[src/rtl/ps2_scancode_decoder_if.sv]
// ps2_scancode_decoder_if
// Bundles the byte input from the PS/2 receiver, the decoded-event stream
// toward the consumer and the live status outputs of the decoder.
//   RX_DATA / RX_VALID : byte and one-cycle qualifier from the PS/2 receiver
//   EV_*               : head of the event FIFO (valid/ready handshake)
//   MODS               : live modifier state
//   OVERFLOW           : sticky event-dropped flag
// The decoder connects through the slave modport; the byte source and
// event consumer use the master modport.
interface ps2_scancode_decoder_if;
    logic [7:0] RX_DATA;
    logic       RX_VALID;
    logic [7:0] EV_CODE;
    logic       EV_EXT;
    logic       EV_BREAK;
    logic [5:0] EV_MODS;
    logic       EV_VALID;
    logic       EV_READY;
    logic [5:0] MODS;
    logic       OVERFLOW;

    modport master (
        output RX_DATA, RX_VALID, EV_READY,
        input  EV_CODE, EV_EXT, EV_BREAK, EV_MODS, EV_VALID, MODS, OVERFLOW
    );

    modport slave (
        input  RX_DATA, RX_VALID, EV_READY,
        output EV_CODE, EV_EXT, EV_BREAK, EV_MODS, EV_VALID, MODS, OVERFLOW
    );
endinterface

[src/rtl/ps2_scancode_decoder.sv]
// ps2_scancode_decoder
// Turns the raw byte stream of a PS/2 keyboard (scan code set 2) into key
// events. E0 and F0 prefixes are folded into ext/break flags, a live modifier
// mask is kept for the shift/ctrl/alt keys, and every completed event is
// queued with a snapshot of that mask in a first-word-fall-through FIFO.
//
// Ports
//   CLK   : system clock, rising edge
//   RST   : synchronous active-high reset
//   bus   : ps2_scancode_decoder_if.slave
//           RX_DATA/RX_VALID in, EV_* handshake out/in, MODS, OVERFLOW out
//
// Prefix FSM
//   state     | meaning
//   IDLE      | no prefix pending
//   GOT_E0    | E0 seen, waiting for code or F0
//   GOT_F0    | F0 seen, waiting for code
//   GOT_E0F0  | E0 F0 seen, waiting for code
module ps2_scancode_decoder #(
    parameter int FIFO_DEPTH = 4
) (
    input  logic                  CLK,
    input  logic                  RST,
    ps2_scancode_decoder_if.slave bus
);

    localparam int PTR_W = $clog2(FIFO_DEPTH);
    localparam int CNT_W = PTR_W + 1;

    typedef enum logic [1:0] {
        IDLE     = 2'd0,
        GOT_E0   = 2'd1,
        GOT_F0   = 2'd2,
        GOT_E0F0 = 2'd3
    } state_t;

    typedef struct packed {
        logic [7:0] code;
        logic       ext;
        logic       brk;
        logic [5:0] mods;
    } ev_t;

    state_t             state_q;
    logic [5:0]         mods_q;
    logic               ovf_q;
    logic [CNT_W-1:0]   count_q;
    logic [PTR_W-1:0]   wr_ptr_q;
    logic [PTR_W-1:0]   rd_ptr_q;
    ev_t                head_q;
    ev_t                mem [FIFO_DEPTH];

    logic               is_e0;
    logic               is_f0;
    logic               is_noise;
    logic               complete;
    logic               seq_ext;
    logic               seq_brk;
    logic [5:0]         mod_sel;
    logic [5:0]         mods_n;
    ev_t                new_ev;
    logic               pop;
    logic               full;
    logic               push_ok;
    logic [PTR_W-1:0]   wr_ptr_n;
    logic [PTR_W-1:0]   rd_ptr_n;
    logic [CNT_W-1:0]   count_n;
    ev_t                head_n;

    always_comb begin
        is_e0    = (bus.RX_DATA == 8'hE0);
        is_f0    = (bus.RX_DATA == 8'hF0);
        is_noise = 1'b0;
        case (bus.RX_DATA)
            8'h00, 8'hAA, 8'hE1, 8'hEE, 8'hFA, 8'hFC, 8'hFE, 8'hFF: is_noise = 1'b1;
            default:                                                is_noise = 1'b0;
        endcase

        seq_ext  = (state_q == GOT_E0) || (state_q == GOT_E0F0);
        seq_brk  = (state_q == GOT_F0) || (state_q == GOT_E0F0);

        // Controller responses (ACK, BAT result, ...) only count as noise
        // outside a prefixed sequence.
        complete = bus.RX_VALID && !is_e0 && !is_f0 &&
                   !((state_q == IDLE) && is_noise);

        // E0 12 / E0 59 are the fake shifts some keys emit; they map to no bit.
        mod_sel = 6'b000000;
        case (bus.RX_DATA)
            8'h12:   mod_sel = seq_ext ? 6'b000000 : 6'b000001;
            8'h59:   mod_sel = seq_ext ? 6'b000000 : 6'b000010;
            8'h14:   mod_sel = seq_ext ? 6'b001000 : 6'b000100;
            8'h11:   mod_sel = seq_ext ? 6'b100000 : 6'b010000;
            default: mod_sel = 6'b000000;
        endcase

        mods_n = mods_q;
        if (complete) begin
            mods_n = seq_brk ? (mods_q & ~mod_sel) : (mods_q | mod_sel);
        end

        new_ev.code = bus.RX_DATA;
        new_ev.ext  = seq_ext;
        new_ev.brk  = seq_brk;
        new_ev.mods = mods_n;

        pop     = (count_q != '0) && bus.EV_READY;
        full    = (count_q == CNT_W'(FIFO_DEPTH));
        push_ok = complete && (!full || pop);

        wr_ptr_n = push_ok ? wr_ptr_q + PTR_W'(1) : wr_ptr_q;
        rd_ptr_n = pop     ? rd_ptr_q + PTR_W'(1) : rd_ptr_q;

        count_n = count_q;
        case ({push_ok, pop})
            2'b10:   count_n = count_q + CNT_W'(1);
            2'b01:   count_n = count_q - CNT_W'(1);
            default: count_n = count_q;
        endcase

        // The head register tracks the entry at the next read pointer. If
        // that slot is the one being written this cycle, take the incoming
        // event directly; when the FIFO drains, keep the last head.
        head_n = head_q;
        if (count_n != '0) begin
            if (push_ok && (wr_ptr_q == rd_ptr_n)) begin
                head_n = new_ev;
            end else begin
                head_n = mem[rd_ptr_n];
            end
        end
    end

    always_ff @(posedge CLK) begin
        if (RST) begin
            state_q  <= IDLE;
            mods_q   <= 6'b000000;
            ovf_q    <= 1'b0;
            count_q  <= '0;
            wr_ptr_q <= '0;
            rd_ptr_q <= '0;
            head_q   <= '0;
        end else begin
            if (bus.RX_VALID) begin
                if (is_e0) begin
                    state_q <= GOT_E0;
                end else if (is_f0) begin
                    case (state_q)
                        IDLE:    state_q <= GOT_F0;
                        GOT_E0:  state_q <= GOT_E0F0;
                        default: state_q <= state_q;
                    endcase
                end else begin
                    state_q <= IDLE;
                end
            end
            mods_q   <= mods_n;
            if (complete && !push_ok) begin
                ovf_q <= 1'b1;
            end
            count_q  <= count_n;
            wr_ptr_q <= wr_ptr_n;
            rd_ptr_q <= rd_ptr_n;
            head_q   <= head_n;
        end
    end

    always_ff @(posedge CLK) begin
        if (!RST && push_ok) begin
            mem[wr_ptr_q] <= new_ev;
        end
    end

    assign bus.EV_CODE  = head_q.code;
    assign bus.EV_EXT   = head_q.ext;
    assign bus.EV_BREAK = head_q.brk;
    assign bus.EV_MODS  = head_q.mods;
    assign bus.EV_VALID = (count_q != '0);
    assign bus.MODS     = mods_q;
    assign bus.OVERFLOW = ovf_q;

endmodule

[src/flat_wrapper.sv]
// flat-port wrapper written by rule: the top's interface ports become plain ports
module ps2_scancode_decoder_flat 
#(
    parameter int FIFO_DEPTH = 4
)
  (CLK, RST, bus_RX_DATA, bus_RX_VALID, bus_EV_READY, bus_EV_CODE, bus_EV_EXT, bus_EV_BREAK, bus_EV_MODS, bus_EV_VALID, bus_MODS, bus_OVERFLOW);
  ps2_scancode_decoder_if bus_i ();
  input  logic CLK;
  input  logic RST;
  input wire logic [$bits(bus_i.RX_DATA)-1:0] bus_RX_DATA;
  input wire logic [$bits(bus_i.RX_VALID)-1:0] bus_RX_VALID;
  input wire logic [$bits(bus_i.EV_READY)-1:0] bus_EV_READY;
  output wire logic [$bits(bus_i.EV_CODE)-1:0] bus_EV_CODE;
  output wire logic [$bits(bus_i.EV_EXT)-1:0] bus_EV_EXT;
  output wire logic [$bits(bus_i.EV_BREAK)-1:0] bus_EV_BREAK;
  output wire logic [$bits(bus_i.EV_MODS)-1:0] bus_EV_MODS;
  output wire logic [$bits(bus_i.EV_VALID)-1:0] bus_EV_VALID;
  output wire logic [$bits(bus_i.MODS)-1:0] bus_MODS;
  output wire logic [$bits(bus_i.OVERFLOW)-1:0] bus_OVERFLOW;
  assign bus_i.RX_DATA = bus_RX_DATA;
  assign bus_i.RX_VALID = bus_RX_VALID;
  assign bus_i.EV_READY = bus_EV_READY;
  assign bus_EV_CODE = bus_i.EV_CODE;
  assign bus_EV_EXT = bus_i.EV_EXT;
  assign bus_EV_BREAK = bus_i.EV_BREAK;
  assign bus_EV_MODS = bus_i.EV_MODS;
  assign bus_EV_VALID = bus_i.EV_VALID;
  assign bus_MODS = bus_i.MODS;
  assign bus_OVERFLOW = bus_i.OVERFLOW;
  ps2_scancode_decoder #(.FIFO_DEPTH(FIFO_DEPTH)) u_core (.CLK(CLK), .RST(RST), .bus(bus_i));
endmodule
[config.mk]
export PLATFORM = sky130hd
export DESIGN_NAME = ps2_scancode_decoder_flat
export DESIGN_NICKNAME = d
export VERILOG_FILES = /design/src/rtl/ps2_scancode_decoder_if.sv /design/src/rtl/ps2_scancode_decoder.sv /design/src/flat_wrapper.sv
export SDC_FILE = /design/constraint.sdc
export NUM_CORES = 1
export LEC_CHECK = 0
export CORE_UTILIZATION = 60
export DETAILED_ROUTE_END_ITERATION = 10
export GPL_ROUTABILITY_DRIVEN = 0
export GPL_TIMING_DRIVEN = 0
export PLACE_DENSITY = 0.93
export SETUP_SLACK_MARGIN = 0.05
export SYNTH_ARGS = -nofsm -noshare
export SYNTH_HDL_FRONTEND = slang
export SYNTH_SLANG_ARGS = --single-unit
[constraint.sdc]
create_clock -name CLK -period 12.3 [get_ports CLK]
set_clock_uncertainty 0.05 [all_clocks]
set_input_delay 2.46 -clock CLK [delete_from_list [all_inputs] [get_ports CLK]]
set_output_delay 2.46 -clock CLK [all_outputs]
set_load 0.005 [all_outputs]
=== Word-level counts from Yosys, hierarchy flattened ===
Memories as Yosys holds them, arrays and structs flattened. A register that Yosys moved wholly into a read port is not among the register bits.
Index checks and enable logic that the tools add are counted.
Widths: inputs -> output; s select.

* $add $sub $neg: 4
* Multiply operators: 0
* Divide/modulo/power cells: 0
* $lt $le $gt $ge: 0
* Equality and inequality tests: 20
* Shift-type cells: 0
* Muxes and demuxes: 15
* Bitwise logic cells: 3
* Reductions and logical operators: 23

{| class="wikitable"
|+ Operators by type and width
! operator !! number
|-
| $eq 8x8->1 const B || 9
|-
| $eq 8x5->1 const B || 3
|-
| $pmux 6 s4 || 1
|-
| $mux 6 || 3
|-
| $eq 8x7->1 const B || 1
|-
| $logic_and 1x1->1 || 8
|-
| $logic_not 8->1 || 1
|-
| $mux 2 || 4
|-
| $reduce_or 8->1 || 1
|-
| $and 6x6->6 || 1
|-
| $eq 2x2->1 const B || 3
|-
| $logic_not 1->1 || 6
|-
| $not 6->6 || 1
|-
| $or 6x6->6 || 1
|-
| $pmux 3 s2 || 1
|-
| $reduce_bool 3->1 || 2
|-
| $add 2x1->2 const B || 2
|-
| $eq 2x1->1 const B || 2
|-
| $mux 1 || 4
|-
| $mux 4 || 1
|-
| $ne 4x3->1 const B || 1
|-
| $pmux 2 s2 || 1
|-
| $add 3x1->3 const B || 1
|-
| $eq 3x3->1 const B || 1
|-
| other kinds (4) || 6
|}

* Bits in registers: 16
* Bits in latches: 0
* Bits in writable memories: 64
* ROM bits: 0
* Input bits: 12
* Output and inout port bits: 24
* Logic and storage cells: 72
* Memories kept: 1

{| class="wikitable"
|+ Memories
! memory !! words !! width !! read ports !! clocked after Yosys merged registers in !! write ports !! line !! RTL
|-
| u_core.mem || 4 || 16 || 1 || 1 || 1 || ps2_scancode_decoder.sv:51 || <nowiki>ev_t mem [FIFO_DEPTH];</nowiki>
|}

=== Depth between registers and ports, before layout ===
* Depth in word-level cells: 10
* Depth in mapped cells: 12
* Gate-level depth less buffers: 10

=== Worst setup path after synthesis ===
OpenSTA, ideal clock, no wires.

* Kind: in2reg
* Start point: input port bus_RX_DATA[3]
* End point: register u_core.bus.EV_BREAK (netlist name)
* Library setup time: 0.121 ns
* Arrival time: 5.402 ns
* Data required time: 12.129 ns
* Path slack: 6.726 ns
* Cell stages on the path: 11
* Path buffers: 2
* Path through: buf_6 -> or4_4 -> a2111oi_4 -> or2b_2 -> nor2_1 -> nor2_1 -> fa_1 -> a211o_1 -> a22oi_4 -> buf_12 -> mux2_4

* Cells in the longest elaborated chain, start to end: 10
* Elaborated cells between the ends (all ways): 24
* Classes of those cells: eq/ne: 11; mux: 2; reduce/logical: 11

{| class="wikitable"
|+ Ends and longest elaborated chain
! what !! line !! RTL
|-
| start: declaration || flat_wrapper.sv:10 || <nowiki>input wire logic [$bits(bus_i.RX_DATA)-1:0] bus_RX_DATA;</nowiki>
|-
| $eq 8x8->1 or $logic_not 8->1 (tied branches) || ps2_scancode_decoder.sv:74 || <nowiki>case (bus.RX_DATA)</nowiki>
|-
| $reduce_or 8->1 || ps2_scancode_decoder.sv:74 ||
|-
| $mux 1 || ps2_scancode_decoder.sv:74 ||
|-
| $logic_and 1x1->1 || ps2_scancode_decoder.sv:85 || <nowiki>!((state_q == IDLE) && is_noise);</nowiki>
|-
| $logic_not 1->1 || ps2_scancode_decoder.sv:85 ||
|-
| $logic_and 1x1->1 * || ps2_scancode_decoder.sv:84 || <nowiki>complete = bus.RX_VALID && !is_e0 && !is_f0 &&</nowiki>
|-
| $logic_and 1x1->1 * || ps2_scancode_decoder.sv:109 || <nowiki>push_ok = complete && (!full || pop);</nowiki>
|-
| $eq 2x1->1 or $eq 2x2->1 (tied branches) || ps2_scancode_decoder.sv:115 || <nowiki>case ({push_ok, pop})</nowiki>
|-
| $pmux 3 s2 * || ps2_scancode_decoder.sv:115 ||
|-
| $reduce_bool 3->1 * || ps2_scancode_decoder.sv:125 || <nowiki>if (count_n != '0) begin</nowiki>
|}

Mark *: on every way between the ends. The rest lies on a longest branch, timed or not.
A chain may end at the register's enable or synchronous reset.

=== Worst setup path after layout ===
* Start point: input port bus_RX_DATA[1]
* End point: register u_core.bus.EV_MODS[3] (netlist name)

* Cells in the longest elaborated chain, start to end: 10
* Elaborated cells between the ends (all ways): 24
* Classes of those cells: eq/ne: 11; mux: 2; reduce/logical: 11

{| class="wikitable"
|+ Ends and longest elaborated chain
! what !! line
|-
| $eq 8x8->1 or $logic_not 8->1 (tied branches) || ps2_scancode_decoder.sv:74
|-
| $reduce_or 8->1 || ps2_scancode_decoder.sv:74
|-
| $mux 1 || ps2_scancode_decoder.sv:74
|-
| $logic_and 1x1->1 || ps2_scancode_decoder.sv:85
|-
| $logic_not 1->1 || ps2_scancode_decoder.sv:85
|-
| $logic_and 1x1->1 * || ps2_scancode_decoder.sv:84
|-
| $logic_and 1x1->1 * || ps2_scancode_decoder.sv:109
|-
| $eq 2x1->1 or $eq 2x2->1 (tied branches) || ps2_scancode_decoder.sv:115
|-
| $pmux 3 s2 * || ps2_scancode_decoder.sv:115
|-
| $reduce_bool 3->1 * || ps2_scancode_decoder.sv:125
|}

Marks and branches as above.

==> impl_metrics.env <==
export IMPL_dr_wl_met2_mm=4.82
export IMPL_wl_met1_mm=3.71
export IMPL_port_buffers=34
export IMPL_final_setup_worst_slack_ns=6.01
export IMPL_die_area_sq_um=7620
export IMPL_hold_path_class="register to register"
export IMPL_post_synth_top_area_fraction=0.440
export IMPL_synth_area_sq_um=4370
export IMPL_postRouteAntennaNets=0
export IMPL_power_frac_seq=0.432
export IMPL_grt_pass1_vias=2998
export IMPL_cts_sinks=96
export IMPL_grt_usage=0.276
export IMPL_synth_top_cells_by_count="edfxtp_1 (64), dfxtp_1 (32), nor2_1 (29)"
export IMPL_vias_per_cell=6.37
export IMPL_max_freq_mhz=159
export IMPL_area_growth_pct=16.8
export IMPL_power_density_nw_per_um2=180
export IMPL_numCtsBuffers=9
export IMPL_place_ws_ns=5.73
export IMPL_p_int_w=0.000639
export IMPL_setup_viol=0
export IMPL_cts_resized_gates=0
export IMPL_clkTransAtPathRegs_ns=0.10
export IMPL_fin_nets=367
export IMPL_whs_path_depth=2
export IMPL_coreArea_sq_um=6910
export IMPL_synth_edff_count=64
export IMPL_endpoint_kind="register"
export IMPL_reg2regPathDepth=10
export IMPL_rows=30
export IMPL_ys_types=53
export IMPL_crit_arrival_ns=6.51
export IMPL_h_tree_depth=3
export IMPL_synth_top_area_cell="edfxtp_1"
export IMPL_synthTopCellsByArea="edfxtp_1 (44%), dfxtp_1 (15%), mux4_2 (8.2%), mux2i_1 (4.1%), mux2_4 (3.4%)"
export IMPL_dp_cells=435
export IMPL_netlist_instances=301
export IMPL_critPathKind="input pin to register"
export IMPL_hold_violations=0
export IMPL_yosysMostFrequentCell="edfxtp_1"
export IMPL_drcViolationCount=0
export IMPL_drt_iter0_drc=285
export IMPL_antenna_found_initial=0
export IMPL_final_period_utilization=0.511
export IMPL_synth_seq_cells=96
export IMPL_status="completed"
export IMPL_drt_pass1_iter_count=7
export IMPL_cts_buffer_depth=2
export IMPL_synthFlopType="edfxtp_1"
export IMPL_slew_headroom=0.171
export IMPL_synthesis_nets=318
export IMPL_die_h_um=87.3
export IMPL_io_pins=36
export IMPL_clk_latency_ns=0.37
export IMPL_min_period_ns=6.29
export IMPL_rsz0062_at_grt="no"
export IMPL_dp_hpwl_mm=6.05
export IMPL_vias=2874
export IMPL_num_antenna_cells=0
export IMPL_gr_total_overflow=0
export IMPL_power_leakage_nw=1.73
export IMPL_cts_tree="built"
export IMPL_drive_above_1_share=0.206
export IMPL_worst_pin_slew_ns=1.24
export IMPL_cp_required_ns=12.52
export IMPL_final_instance_count_excl_fill=451
export IMPL_tns_ns=0
export IMPL_die_w_um=87.3
export IMPL_path_max_fanout=12
export IMPL_cts_hold_fix_buffers=0
export IMPL_syn_area_per_cell_sq_um=14.5
export IMPL_p_comb_frac=0.347
export IMPL_hold_ws_ns=0.458
export IMPL_topRoutingLayerUsed="met4"
export IMPL_ys_warn_count=0
export IMPL_initial_core_util=0.632
export IMPL_cts_root_buf="clkbuf_8"
export IMPL_wirelength_mm=9.59
export IMPL_yosysSeqAreaShare=0.587
export IMPL_switching_share=0.304
export IMPL_p_switching_w=0.000280
export IMPL_fill_cells=434
export IMPL_power_share_clock=0.222
export IMPL_ir_worst_vdd_mv=0.0766
export IMPL_grt_pass1_wl_mm=15.0
export IMPL_wl_met3_um=719
export IMPL_synthArstFlopShare=0
export IMPL_maxSlewViolCount=0
export IMPL_max_cap_violations=0
export IMPL_routedWlPerCell_um=21.3
export IMPL_grt_max_degree=19
export IMPL_critPathLaunchType="input pin"
export IMPL_cts_setup_buffers=0
metrics by stage:
stage | power [W] | instance area, sq um | utilization
floorplan | 0.000624 | 4370 | -
global placement | 0.000699 | 4830 | 0.699
detailed placement | 0.000717 | 4910 | 0.711
CTS | 0.000920 | 5100 | 0.739
global route | 0.000955 | 5100 | 0.739
finish | 0.000918 | 5100 | 0.739
layout make-up:
class                      instances  area (sq um)  share of cell area
tap                               96           120              0.0235
clock buffer                      10           138              0.0270
clock inverter                     6          56.3              0.0110
multi-input combinational        184          1710               0.335
timing repair buffer              38           400              0.0785
sequential                        96          2560               0.502
inverter                           5          18.8             0.00368
buffer                            16          97.6              0.0191
sequential cells by signal, summed over array words and instances (netlist names):
register	cells
u_core.mem	64
u_core.bus.OVERFLOW	1
u_core.bus.EV_CODE	8
u_core.count_q	3
u_core.bus.EV_EXT	1
u_core.state_q	2
u_core.bus.EV_BREAK	1
u_core.bus.EV_MODS	6
u_core.rd_ptr_q	2
u_core.wr_ptr_q	2
u_core.bus.MODS	6
power by group through the flow:
stage / registers, W / clock network [W] / logic [W]
5_1_grt: 0.000400 / 0.000215 / 0.000341
3_5_place_dp: 0.000403 / 0 / 0.000314
6_report: 0.000397 / 0.000203 / 0.000318
4_1_cts: 0.000397 / 0.000204 / 0.000319
2_1_floorplan: 0.000401 / 0 / 0.000223
3_3_place_gp: 0.000401 / 0 / 0.000299
final timing paths:
check / slack, ns / startpoint / to
setup / recovery: 6.01 / bus_RX_DATA[1] / u_core.bus.EV_MODS[3]
setup reg to reg: 8.57 / u_core.state_q[0] / u_core.bus.EV_MODS[3]
hold / removal: 0.46 / u_core.bus.OVERFLOW / u_core.bus.OVERFLOW
hold reg to reg: 0.46 / u_core.bus.OVERFLOW / u_core.bus.OVERFLOW
metal layers:
layer	global-route usage	vias to the layer above
li1	-	1255
met1	0.342	1413
met2	0.456	175
met3	0.0464	31
met4	0.168	0
met5	0	-
cell usage in the layout, fill, tap and decap left out, types with 2 or more instances in the layout:
| cell type | instances |
|---|---|
| clkbuf_8 | 10 |
| buf_6 | 2 |
| nand3_1 | 4 |
| buf_8 | 4 |
| nand2_1 | 5 |
| mux2_2 | 6 |
| clkdlybuf4s50_1 | 34 |
| buf_2 | 2 |
| mux2_4 | 10 |
| inv_1 | 5 |
| mux2i_1 | 18 |
| nand4b_1 | 2 |
| o41ai_1 | 10 |
| ha_1 | 4 |
| a21oi_1 | 5 |
| nor3_1 | 3 |
| clkbuf_1 | 9 |
| dfxtp_1 | 32 |
| inv_6 | 2 |
| nor3b_1 | 4 |
| inv_8 | 2 |
| nor2b_1 | 24 |
| or3_1 | 3 |
| nor2_1 | 29 |
| o21ai_0 | 3 |
| edfxtp_1 | 64 |
| xnor2_1 | 3 |
| nor3b_2 | 4 |
| o31ai_1 | 3 |
| xor2_1 | 2 |
| nand4_1 | 2 |
| mux4_2 | 16 |
kinds of logic after synthesis:
group,after synthesis,synth area share
flip-flops,96,0.587
AND/OR/NAND/NOR,91,0.120
multiplexers,50,0.174
AO/OA/AOI/OAI,33,0.0667
buffers and inverters,21,0.0266
XOR/XNOR,5,0.0100
adder cells (fa/ha/maj),5,0.0160
critical path, stage by stage:
cell	delay, ns
clkdlybuf4s50_1	0.64
or4_4	0.65
a2111oi_4	0.65
or2b_2	0.30
nor2_1	0.09
nor2_1	0.14
fa_1	0.46
a211o_1	0.29
a22oi_4	0.31
buf_12	0.20
mux2_4	0.31
Note: power is estimated with default switching activity, not from simulation.
